$ cat src/rtl/ram_arb_pkg.sv
// Shared types for the two-port RAM arbiter.
//   arb_state_e : init-sweep / run state of the arbiter FSM
//   PORT_W      : width of a requester index
//   rsp_tag_t   : tag carried alongside a RAM command so the read data
//                 can be routed back to the port that issued it
package ram_arb_pkg;

    typedef enum logic {
        ST_INIT = 1'b0,
        ST_RUN  = 1'b1
    } arb_state_e;

    localparam int PORT_W = 1;

    typedef struct packed {
        logic [PORT_W-1:0] port;
        logic              is_read;
    } rsp_tag_t;

    // One-hot request/response vector for a port index.
    function automatic logic [1:0] port_onehot(input logic [PORT_W-1:0] p);
        logic [1:0] oh;
        if (p == 1'b1) begin
            oh = 2'b10;
        end else begin
            oh = 2'b01;
        end
        return oh;
    endfunction

endpackage

$ cat src/rtl/ram_port_arbiter_rr_arb2.sv
// Two-way round-robin grant.
//   clk, rst_n  : clock, asynchronous active-low reset
//   en          : grants may only be issued while high
//   valid[1:0]  : per-port request valid
//   grant[1:0]  : one-hot combinational grant (a grant always means a transfer,
//                 since it is only given to a valid port)
//   grant_port  : index of the granted port, meaningful when grant != 0
// After every transfer the other port gets priority on the next conflict.
module rr_arb2
    import ram_arb_pkg::*;
(
    input  logic              clk,
    input  logic              rst_n,
    input  logic              en,
    input  logic [1:0]        valid,
    output logic [1:0]        grant,
    output logic [PORT_W-1:0] grant_port
);

    logic [PORT_W-1:0] prio_r;
    logic [1:0]        grant_s;
    logic [PORT_W-1:0] port_s;

    // Grant decode: a lone requester wins, a conflict goes to the priority port.
    always_comb begin
        grant_s = 2'b00;
        port_s  = prio_r;
        if (en) begin
            case (valid)
                2'b01: begin
                    grant_s = 2'b01;
                    port_s  = 1'b0;
                end
                2'b10: begin
                    grant_s = 2'b10;
                    port_s  = 1'b1;
                end
                2'b11: begin
                    grant_s = port_onehot(prio_r);
                    port_s  = prio_r;
                end
                default: begin
                    grant_s = 2'b00;
                    port_s  = prio_r;
                end
            endcase
        end else begin
            grant_s = 2'b00;
            port_s  = prio_r;
        end
    end

    // Priority register: flips to the loser after each transfer.
    always_ff @(posedge clk or negedge rst_n) begin
        if (!rst_n) begin
            prio_r <= 1'b0;
        end else if (grant_s != 2'b00) begin
            prio_r <= ~port_s;
        end else begin
            prio_r <= prio_r;
        end
    end

    assign grant      = grant_s;
    assign grant_port = port_s;

endmodule

$ cat src/rtl/ram_port_arbiter.sv
// Shares one single-port synchronous RAM between two requesters.
// After reset the whole RAM is cleared to INIT_VAL, then requests are
// arbitrated round-robin. A transfer at edge k drives the RAM during
// cycle k+1; read data is returned on rsp_rdata with a one-cycle
// rsp_valid pulse at edge k+2.
//   clk, rst_n          : clock, asynchronous active-low reset
//   req_valid/ready/we  : per-port handshake and op (1 = write)
//   req_addr/req_wdata  : per-port fields, port i in slice [i*W +: W]
//   rsp_valid/rsp_rdata : read response
//   ram_*               : registered RAM control, ram_rdata from the RAM
//   init_done           : high once the clear sweep has completed
module ram_port_arbiter
    import ram_arb_pkg::*;
#(
    parameter int                 ADDR_W   = 10,
    parameter int                 DATA_W   = 8,
    parameter logic [DATA_W-1:0]  INIT_VAL = '0
) (
    input  logic                  clk,
    input  logic                  rst_n,
    input  logic [1:0]            req_valid,
    output logic [1:0]            req_ready,
    input  logic [1:0]            req_we,
    input  logic [2*ADDR_W-1:0]   req_addr,
    input  logic [2*DATA_W-1:0]   req_wdata,
    output logic [1:0]            rsp_valid,
    output logic [DATA_W-1:0]     rsp_rdata,
    output logic                  ram_cs,
    output logic                  ram_we,
    output logic                  ram_re,
    output logic [ADDR_W-1:0]     ram_addr,
    output logic [DATA_W-1:0]     ram_wdata,
    input  logic [DATA_W-1:0]     ram_rdata,
    output logic                  init_done
);

    localparam logic [ADDR_W-1:0] LAST_ADDR = '1;
    localparam logic [ADDR_W-1:0] ADDR_ONE  = {{(ADDR_W-1){1'b0}}, 1'b1};

    arb_state_e        state_r;
    logic [ADDR_W-1:0] init_addr_r;
    logic              init_done_r;

    logic              ram_cs_r;
    logic              ram_we_r;
    logic              ram_re_r;
    logic [ADDR_W-1:0] ram_addr_r;
    logic [DATA_W-1:0] ram_wdata_r;

    rsp_tag_t          cmd_tag_r;   // tag of the command on the RAM pins
    rsp_tag_t          ram_tag_r;   // tag of the command the RAM just executed
    logic [1:0]        rsp_valid_r;
    logic [DATA_W-1:0] rsp_rdata_r;

    logic [1:0]        grant_s;
    logic [PORT_W-1:0] grant_port_s;
    logic              sel_we_s;
    logic [ADDR_W-1:0] sel_addr_s;
    logic [DATA_W-1:0] sel_wdata_s;

    rr_arb2 u_rr_arb2 (
        .clk        (clk),
        .rst_n      (rst_n),
        .en         (state_r == ST_RUN),
        .valid      (req_valid),
        .grant      (grant_s),
        .grant_port (grant_port_s)
    );

    // Mux the granted port's fields onto the command path.
    always_comb begin
        sel_we_s    = 1'b0;
        sel_addr_s  = '0;
        sel_wdata_s = '0;
        if (grant_port_s == 1'b1) begin
            sel_we_s    = req_we[1];
            sel_addr_s  = req_addr[2*ADDR_W-1:ADDR_W];
            sel_wdata_s = req_wdata[2*DATA_W-1:DATA_W];
        end else begin
            sel_we_s    = req_we[0];
            sel_addr_s  = req_addr[ADDR_W-1:0];
            sel_wdata_s = req_wdata[DATA_W-1:0];
        end
    end

    // Init/run FSM and the RAM command registers.
    always_ff @(posedge clk or negedge rst_n) begin
        if (!rst_n) begin
            state_r     <= ST_INIT;
            init_addr_r <= '0;
            init_done_r <= 1'b0;
            ram_cs_r    <= 1'b0;
            ram_we_r    <= 1'b0;
            ram_re_r    <= 1'b0;
            ram_addr_r  <= '0;
            ram_wdata_r <= '0;
            cmd_tag_r   <= '0;
        end else begin
            case (state_r)
                ST_INIT: begin
                    ram_cs_r    <= 1'b1;
                    ram_we_r    <= 1'b1;
                    ram_re_r    <= 1'b0;
                    ram_addr_r  <= init_addr_r;
                    ram_wdata_r <= INIT_VAL;
                    cmd_tag_r   <= '0;
                    init_addr_r <= init_addr_r + ADDR_ONE;
                    init_done_r <= 1'b0;
                    if (init_addr_r == LAST_ADDR) begin
                        state_r <= ST_RUN;
                    end else begin
                        state_r <= ST_INIT;
                    end
                end
                ST_RUN: begin
                    state_r     <= ST_RUN;
                    init_addr_r <= init_addr_r;
                    init_done_r <= 1'b1;
                    if (grant_s != 2'b00) begin
                        ram_cs_r          <= 1'b1;
                        ram_we_r          <= sel_we_s;
                        ram_re_r          <= ~sel_we_s;
                        ram_addr_r        <= sel_addr_s;
                        ram_wdata_r       <= sel_wdata_s;
                        cmd_tag_r.port    <= grant_port_s;
                        cmd_tag_r.is_read <= ~sel_we_s;
                    end else begin
                        // Address/data hold so the RAM pins do not toggle when idle.
                        ram_cs_r          <= 1'b0;
                        ram_we_r          <= 1'b0;
                        ram_re_r          <= 1'b0;
                        ram_addr_r        <= ram_addr_r;
                        ram_wdata_r       <= ram_wdata_r;
                        cmd_tag_r         <= '0;
                    end
                end
                default: begin
                    state_r     <= ST_INIT;
                    init_addr_r <= '0;
                    init_done_r <= 1'b0;
                    ram_cs_r    <= 1'b0;
                    ram_we_r    <= 1'b0;
                    ram_re_r    <= 1'b0;
                    ram_addr_r  <= '0;
                    ram_wdata_r <= '0;
                    cmd_tag_r   <= '0;
                end
            endcase
        end
    end

    // Response pipeline: the tag follows the command through the RAM's
    // registered read, then the data is captured for the tagged port.
    always_ff @(posedge clk or negedge rst_n) begin
        if (!rst_n) begin
            ram_tag_r   <= '0;
            rsp_valid_r <= 2'b00;
            rsp_rdata_r <= '0;
        end else begin
            ram_tag_r <= cmd_tag_r;
            if (ram_tag_r.is_read) begin
                rsp_valid_r <= port_onehot(ram_tag_r.port);
                rsp_rdata_r <= ram_rdata;
            end else begin
                rsp_valid_r <= 2'b00;
                rsp_rdata_r <= rsp_rdata_r;
            end
        end
    end

    assign req_ready = grant_s;
    assign rsp_valid = rsp_valid_r;
    assign rsp_rdata = rsp_rdata_r;
    assign ram_cs    = ram_cs_r;
    assign ram_we    = ram_we_r;
    assign ram_re    = ram_re_r;
    assign ram_addr  = ram_addr_r;
    assign ram_wdata = ram_wdata_r;
    assign init_done = init_done_r;

endmodule

$ cat config.mk
export PLATFORM = sky130hd
export DESIGN_NAME = ram_port_arbiter
export DESIGN_NICKNAME = d
export VERILOG_FILES = /design/src/rtl/ram_arb_pkg.sv /design/src/rtl/ram_port_arbiter_rr_arb2.sv /design/src/rtl/ram_port_arbiter.sv
export SDC_FILE = /design/constraint.sdc
export NUM_CORES = 1
export LEC_CHECK = 0
export BUFFER_PORTS_ARGS = -buffer_cell sky130_fd_sc_hd__buf_2
export CAP_MARGIN = 20
export CORE_MARGIN = 1
export CORE_UTILIZATION = 25
export CTS_BUF_LIST = sky130_fd_sc_hd__clkbuf_8
export DETAILED_ROUTE_END_ITERATION = 10
export SYNTH_ARGS = -nofsm -noshare
export SYNTH_HDL_FRONTEND = slang
export SYNTH_SLANG_ARGS = --single-unit
$ cat constraint.sdc
create_clock -name clk -period 2 [get_ports clk]
set_input_delay 0.1 -clock clk [delete_from_list [all_inputs] [get_ports clk]]
set_output_delay 0.1 -clock clk [all_outputs]
set_load 0.03 [all_outputs]
==> results of run 1 <==
[sequential cells by signal, summed over array words and instances, names as in the netlist]
register and count:
init_addr_r 10, ram_addr 10, ram_wdata 8, rsp_rdata 8, cmd_tag_r 2, ram_tag_r 2, rsp_valid 2, init_done 1
ram_cs 1, ram_we 1, state_r 1, u_rr_arb2.prio_r 1
[path summary, 6_finish.rpt]
check                                        from                       end  slack (ns)  depth (start not counted)
max                             state_r$_DFF_PN0_   ram_addr[1]$_DFFE_PN0P_        0.45                          5
min                                  ram_rdata[7]  rsp_rdata[7]$_DFFE_PN0P_        0.03                          2
max reg2reg                     state_r$_DFF_PN0_   ram_addr[1]$_DFFE_PN0P_        0.45                          5
min reg2reg                cmd_tag_r[1]$_DFF_PN0_    ram_tag_r[1]$_DFF_PN0_        0.37                          0
max in group asynchronous                   rst_n   ram_addr[5]$_DFFE_PN0P_        1.15                          3
min in group asynchronous                   rst_n  ram_wdata[5]$_DFFE_PN0P_        0.32                          2
[stage by stage]
step | util, % | instances
after floorplan | - | 175
after global placement | 32.2 | 364
after detailed placement | 32.2 | 364
after CTS | 33.4 | 373
after global routing | 33.4 | 373
final | 33.4 | 373
[report_power, final]
part / internal (W) / total [W] / switching [W]
logic: 0.0000511 / 0.000103 / 0.0000522
clock network: 0.000279 / 0.000597 / 0.000318
registers: 0.000949 / 0.000949 / 0
total: 0.00128 / 0.00165 / 0.000370
[layout make-up]
class / instances / area [µm²] / share of cell area, %
Tap cell: 108 / 135 / 4.67
Clock buffer: 6 / 82.6 / 2.85
Sequential cell: 47 / 1180 / 40.6
Clock inverter: 2 / 12.5 / 0.432
Timing Repair Buffer: 92 / 510 / 17.6
Inverter: 10 / 37.5 / 1.30
Multi-Input combinational cell: 108 / 941 / 32.5
[worst max-delay path, delay by kind of cell (launching register included)]
kind | cells | cell delay, ns
flip-flops | 1 | 0.44
AO/OA/AOI/OAI | 1 | 0.12
buffers and inverters | 1 | 0.25
AND/OR/NAND/NOR | 1 | 0.12
multiplexers | 2 | 0.48
[cell families (layout without fill, tap and decap cells)]
logic type	count (synthesis)	count (layout)	synth area share (%)
compound gates	25	25	11.6
xor+xnor	9	9	3.53
fa+ha+maj	3	3	1.68
buf+inv	20	110	5.32
flops	47	47	52.6
mux	30	30	14.5
simple gates	41	41	10.7
[timing repair]
item                                   4_1_cts  5_1_grt
endpoints found under the hold margin       23        0
hold buffers                                 1        0
resized for setup                            0        0
[layout by cell type (no fill, tap or decap), drive strengths merged]
master	n
buf	91
dfrtp	47
nand3	21
mux2i	20
inv	11
o21ai	11
mux2	10
xnor2	9
o221ai	9
clkbuf	6
nor2b	5
nand2	4
ha	3
and2	2
nand4	2
o22ai	1
a21boi	1
nand3b	1
o211ai	1
nand2b	1
nor2	1
and3	1
o21bai	1
nand4b	1
nor3	1
and4	1
a31oi	1
clkinv	1
dlygate4sd3	1
[layer usage]
layer | GRT usage (%) | part of all wire (%) | wire, µm
met3 | 2.11 | 3.3 | 154
met1 | 12.6 | 42 | 1940
met4 | 5.27 | 2.2 | 102
met5 | 0 | 0 | 0
met2 | 18.1 | 53 | 2440
==> summary.md, run 1 <==
| Metric | Value |
|---|---|
| Outcome | `finished clean` |
| Req. time, crit path | `2.17 ns` |
| Top cells by count, synth | `dfrtp_1 (47), nand3_1 (21), mux2i_1 (19)` |
| Syn Inst Count | `175` |
| Global-route wire length before repair | `7.47 mm` |
| Initial antenna violation count | `0` |
| Residual DRC | `0` |
| Largest cells by area after synthesis | `dfrtp_1 (53%), mux2i_1 (8.5%), o221ai_2 (6.0%)` |
| Post-CTS setup buffer count | `0` |
| NumNets Final | `317` |
| Final setup margin | `0.449 ns` |
| Pre-antenna DRT Iters | `3` |
| Clock Path Buffers | `2` |
| Detailed Place HPWL | `3.41 mm` |
| Root Driver | `clkbuf_8` |
| Register bit total from synthesis | `47` |
| Crit end category | `register` |
| CTS tree | `yes` |
| Row count | `34` |
| Distinct cells, synth | `35` |
| Pre-CTS WS | `0.275 ns` |
| Pin count of the biggest net entering global routing | `25` |
| Mapped Avg Cell Area | `12.8 µm²` |
| Syn. warnings | `0` |
| Initial core utilization | `25.8%` |
| Max Cap Viol | `0` |
| Final Cycle Share | `77.6%` |
| Pwr dens | `570 nW/µm²` |
| RSZ-0062 raised after global routing | `false` |
| Worst Hold Class | `input pin to register` |
| Tot GR Track Use | `10.6%` |
| Crit path arrival time | `1.72 ns` |
| Die X | `96.6 µm` |
| Clock sink count | `47` |
| Total die area | `9330 µm²` |
| GPL Wtd Cong | `0.717` |
| Clock transition at path regs | `0.09 ns` |
| Core area | `8680 µm²` |
| Die Ht | `96.6 µm` |
| Vias in the first global route | `1606` |
| IO Port Bufs | `83` |
| Top Ports | `84` |
| Fin. Hold Viols | `0` |
| Cell with the most instances after synthesis | `dfrtp_1` |
| FILL cells | `913` |
| Largest area contributor in the netlist | `dfrtp_1` |
| Tmin final | `1.55 ns` |
| Peak supply drop | `0.000236 V` |
| GRT overflow | `0` |
| Worst slew margin | `53.3%` |
| Asr flop ratio synth | `100%` |
| Primary FF master, synth | `dfrtp_1` |
| Worst-Skew Late Latency | `0.30 ns` |
| Critical path class | `register to register` |
| Measured slew at the worst slew-check pin | `0.695 ns` |
| Placed inst area | `2790 µm²` |
| ANT cells | `0` |
| Seq/Total Area, Yosys | `52.6%` |
| Via/cell ratio | `4.48` |
| Htree depth | `2` |
| Design area | `2900 µm²` |
| Delay of the slowest critical-path stage | `0.44 ns` |
| Syn_nets | `228` |
| CP max FO | `10` |
| P&R area growth vs syn | `29.5%` |
| Post-synth top area share | `52.6%` |
| Setup_tns | `0 ns` |
| Post-synth EDFFs | `0` |
| Share of layout cells above drive strength 1 | `48.7%` |
| Num CTS Buffers | `5` |
| Synth Cell Area | `2240 µm²` |
| Via count | `1670` |
| Setup violations, final | `0` |
| Clock Skew | `0.00784 ns` |
| Slowest CP cell | `dfrtp_1` |
| Final wirelength | `4.64 mm` |
| Critical path cell sequence | `nand2b_2, mux2i_4, buf_4, mux2i_1, o221ai_2` |
| Mean routed wirelength per cell | `12.4 µm` |
| Peak Freq | `0.645 GHz` |
| Post-DRT Antenna Nets | `0` |
| Hold_ws | `0.0348 ns` |
| Final Power | `0.00165 W` |
| LEAKAGE | `1.57 nW` |
| Crit start category | `register` |
| Initial DRC count | `51` |
| Final slew viol count | `0` |
(Power assumes the default switching activity.)
==> run 2, diff against run 1 <==
==> constraint.sdc (replaced) <==
create_clock -name clk -period 1.63 [get_ports clk]
set_input_delay 0.0815 -clock clk [delete_from_list [all_inputs] [get_ports clk]]
set_output_delay 0.0815 -clock clk [all_outputs]
set_load 0.03 [all_outputs]
==> run 2 against run 1 <==
- register-to-register slack worse by 0.32 ns
- final cell count is 0.54% higher
- worst hold slack worse by 0.012 ns
- sequential share of layout area down 0.60 points
- die area stayed put
- core utilization up 0.53 points
- non-clock buffer count grew 4
==> summary.md, run 2 (same netlist as run 1, synthesis figures left out) <==
| Metric | Value |
|---|---|
| Final Power | `0.00195 W` |
| Pre-antenna DRT Iters | `4` |
| Root Driver | `clkbuf_8` |
| Global-route wire length before repair | `7.51 mm` |
| Die X | `96.6 µm` |
| Worst Hold Class | `input pin to register` |
| Critical path class | `register to register` |
| Row count | `34` |
| Req. time, crit path | `1.81 ns` |
| Residual DRC | `0` |
| Fin. Hold Viols | `0` |
| Top Ports | `84` |
| Pin count of the biggest net entering global routing | `40` |
| RSZ-0062 raised after global routing | `false` |
| Peak supply drop | `0.000319 V` |
| Most common cell after layout, fill and taps aside | `buf_2` |
| Crit path arrival time | `1.68 ns` |
| Setup violations, final | `0` |
| CTS tree | `yes` |
| Measured slew at the worst slew-check pin | `0.536 ns` |
| Core area | `8680 µm²` |
| Mean routed wirelength per cell | `12.5 µm` |
| Peak Freq | `0.665 GHz` |
| Share of layout cells above drive strength 1 | `49.8%` |
| Tot GR Track Use | `10.5%` |
| Initial core utilization | `25.8%` |
| P_int | `0.00152 W` |
| Comb pwr share | `6.9%` |
| Pwr dens | `662 nW/µm²` |
| Clock Skew | `0.0146 ns` |
| IO Port Bufs | `83` |
| Clock Path Buffers | `2` |
| Switch share | `22.0%` |
| Max Cap Viol | `0` |
| Clock sink count | `47` |
| Highest-count cells in the layout ignoring fill and taps | `buf_2 (83), dfrtp_1 (46), nand3_1 (21)` |
| Initial DRC count | `78` |
| Num CTS Buffers | `5` |
| Vias in the first global route | `1626` |
| GPL Wtd Cong | `0.706` |
| ANT cells | `0` |
| Final Cycle Share | `92.3%` |
| Clock transition at path regs | `0.09 ns` |
| Detailed Place HPWL | `3.38 mm` |
| Worst-Skew Late Latency | `0.29 ns` |
| Sequential Power Share | `59.8%` |
| CP max FO | `10` |
| Via/cell ratio | `4.42` |
| Initial antenna violation count | `0` |
| FILL cells | `900` |
| Setup_tns | `0 ns` |
| GRT overflow | `0` |
| Die Ht | `96.6 µm` |
| NumNets Final | `321` |
| Final slew viol count | `0` |
| Outcome | `finished clean` |
| Clock power share | `33.3%` |
| Post-DRT Antenna Nets | `0` |
| Htree depth | `2` |
| Final wirelength | `4.70 mm` |
| P&R area growth vs syn | `31.6%` |
| Tmin final | `1.50 ns` |
| Crit start category | `register` |
| Switching power | `0.000429 W` |
| Post-CTS setup buffer count | `0` |
| Via count | `1659` |
| Worst slew margin | `64.3%` |
| Total die area | `9330 µm²` |
| LEAKAGE | `1.58 nW` |
| Crit end category | `register` |
-- run 2: changes by cell type in the layout (fill, tap and decap cells not counted) --
cell and delta:
buf_12 +1, buf_4 +1, buf_6 +1, clkbuf_16 +1, clkbuf_8 -1, clkinv_4 -1
clkinvlp_4 +1, dfrtp_1 -1, dfrtp_2 +1, inv_1 -1
-- run 2: area by class of cell --
class | count | area [µm²] | share of cell area (%)
Clock inverter | 1 | 7.51 | 0.255
Sequential cell | 47 | 1180 | 40.0
Multi-Input combinational cell | 108 | 941 | 32.0
Inverter | 10 | 37.5 | 1.28
Tap cell | 108 | 135 | 4.59
Timing Repair Buffer | 96 | 574 | 19.5
Clock buffer | 5 | 68.8 | 2.34
-- run 2: timing repair --
item                                   CTS  global route
endpoints found under the hold margin   22             0
hold buffers                             1             0
resized for setup                        0             2
setup endpoints to repair                0             1
-- run 2: worst paths after layout --
check	start	end	slack, ns	cells after the start
max	state_r$_DFF_PN0_	ram_addr[7]$_DFFE_PN0P_	0.13	5
min in group asynchronous	rst_n	ram_wdata[2]$_DFFE_PN0P_	0.30	2
max in group asynchronous	rst_n	init_addr_r[5]$_DFFE_PN0N_	0.80	3
min reg2reg	cmd_tag_r[1]$_DFF_PN0_	ram_tag_r[1]$_DFF_PN0_	0.37	0
min	ram_rdata[1]	rsp_rdata[1]$_DFFE_PN0P_	0.02	2
max reg2reg	state_r$_DFF_PN0_	ram_addr[7]$_DFFE_PN0P_	0.13	5
-- run 2: through the flow --
stage | utilization (%) | cells | hold WS [ns] | setup WS, ns | area [µm²]
after global placement | 32.6 | 367 | 0.0937 | 0.0392 | 2830
final | 33.9 | 375 | 0.0227 | 0.126 | 2940
after CTS | 33.5 | 374 | 0.00977 | 0.0951 | 2910
after global routing | 33.9 | 375 | 0.00320 | 0.0101 | 2940
after floorplan | - | 175 | -0.214 | 0.193 | 2240
after detailed placement | 32.6 | 367 | 0.100 | 0.0200 | 2830
-- run 2: layer usage --
layer  wire length (µm)  GRT usage (%)  share of wire, %  vias to the layer above
li1                   -              -                 -                      810
met3                212           2.50               4.5                        7
met4                 80           4.17               1.7                        0
met5                  0              0                 0                        -
met1               2040           13.1                43                      800
met2               2360           17.3                50                       42
-- run 2: power by group through the flow --
stage | Combinational [W] | Clock (W) | Sequential [W]
floorplan | 0.0000312 | 0 | 0.00119
global placement | 0.000133 | 0 | 0.00119
detailed placement | 0.000137 | 0 | 0.00119
CTS | 0.000139 | 0.000687 | 0.00116
global route | 0.000153 | 0.000728 | 0.00116
finish | 0.000134 | 0.000649 | 0.00116
-- run 2: critical path, cell delays in order, from the launching register on --
cell	delay, ns
dfrtp_2	0.46
nand2b_2	0.11
mux2i_4	0.27
buf_12	0.17
mux2i_1	0.25
o221ai_2	0.11
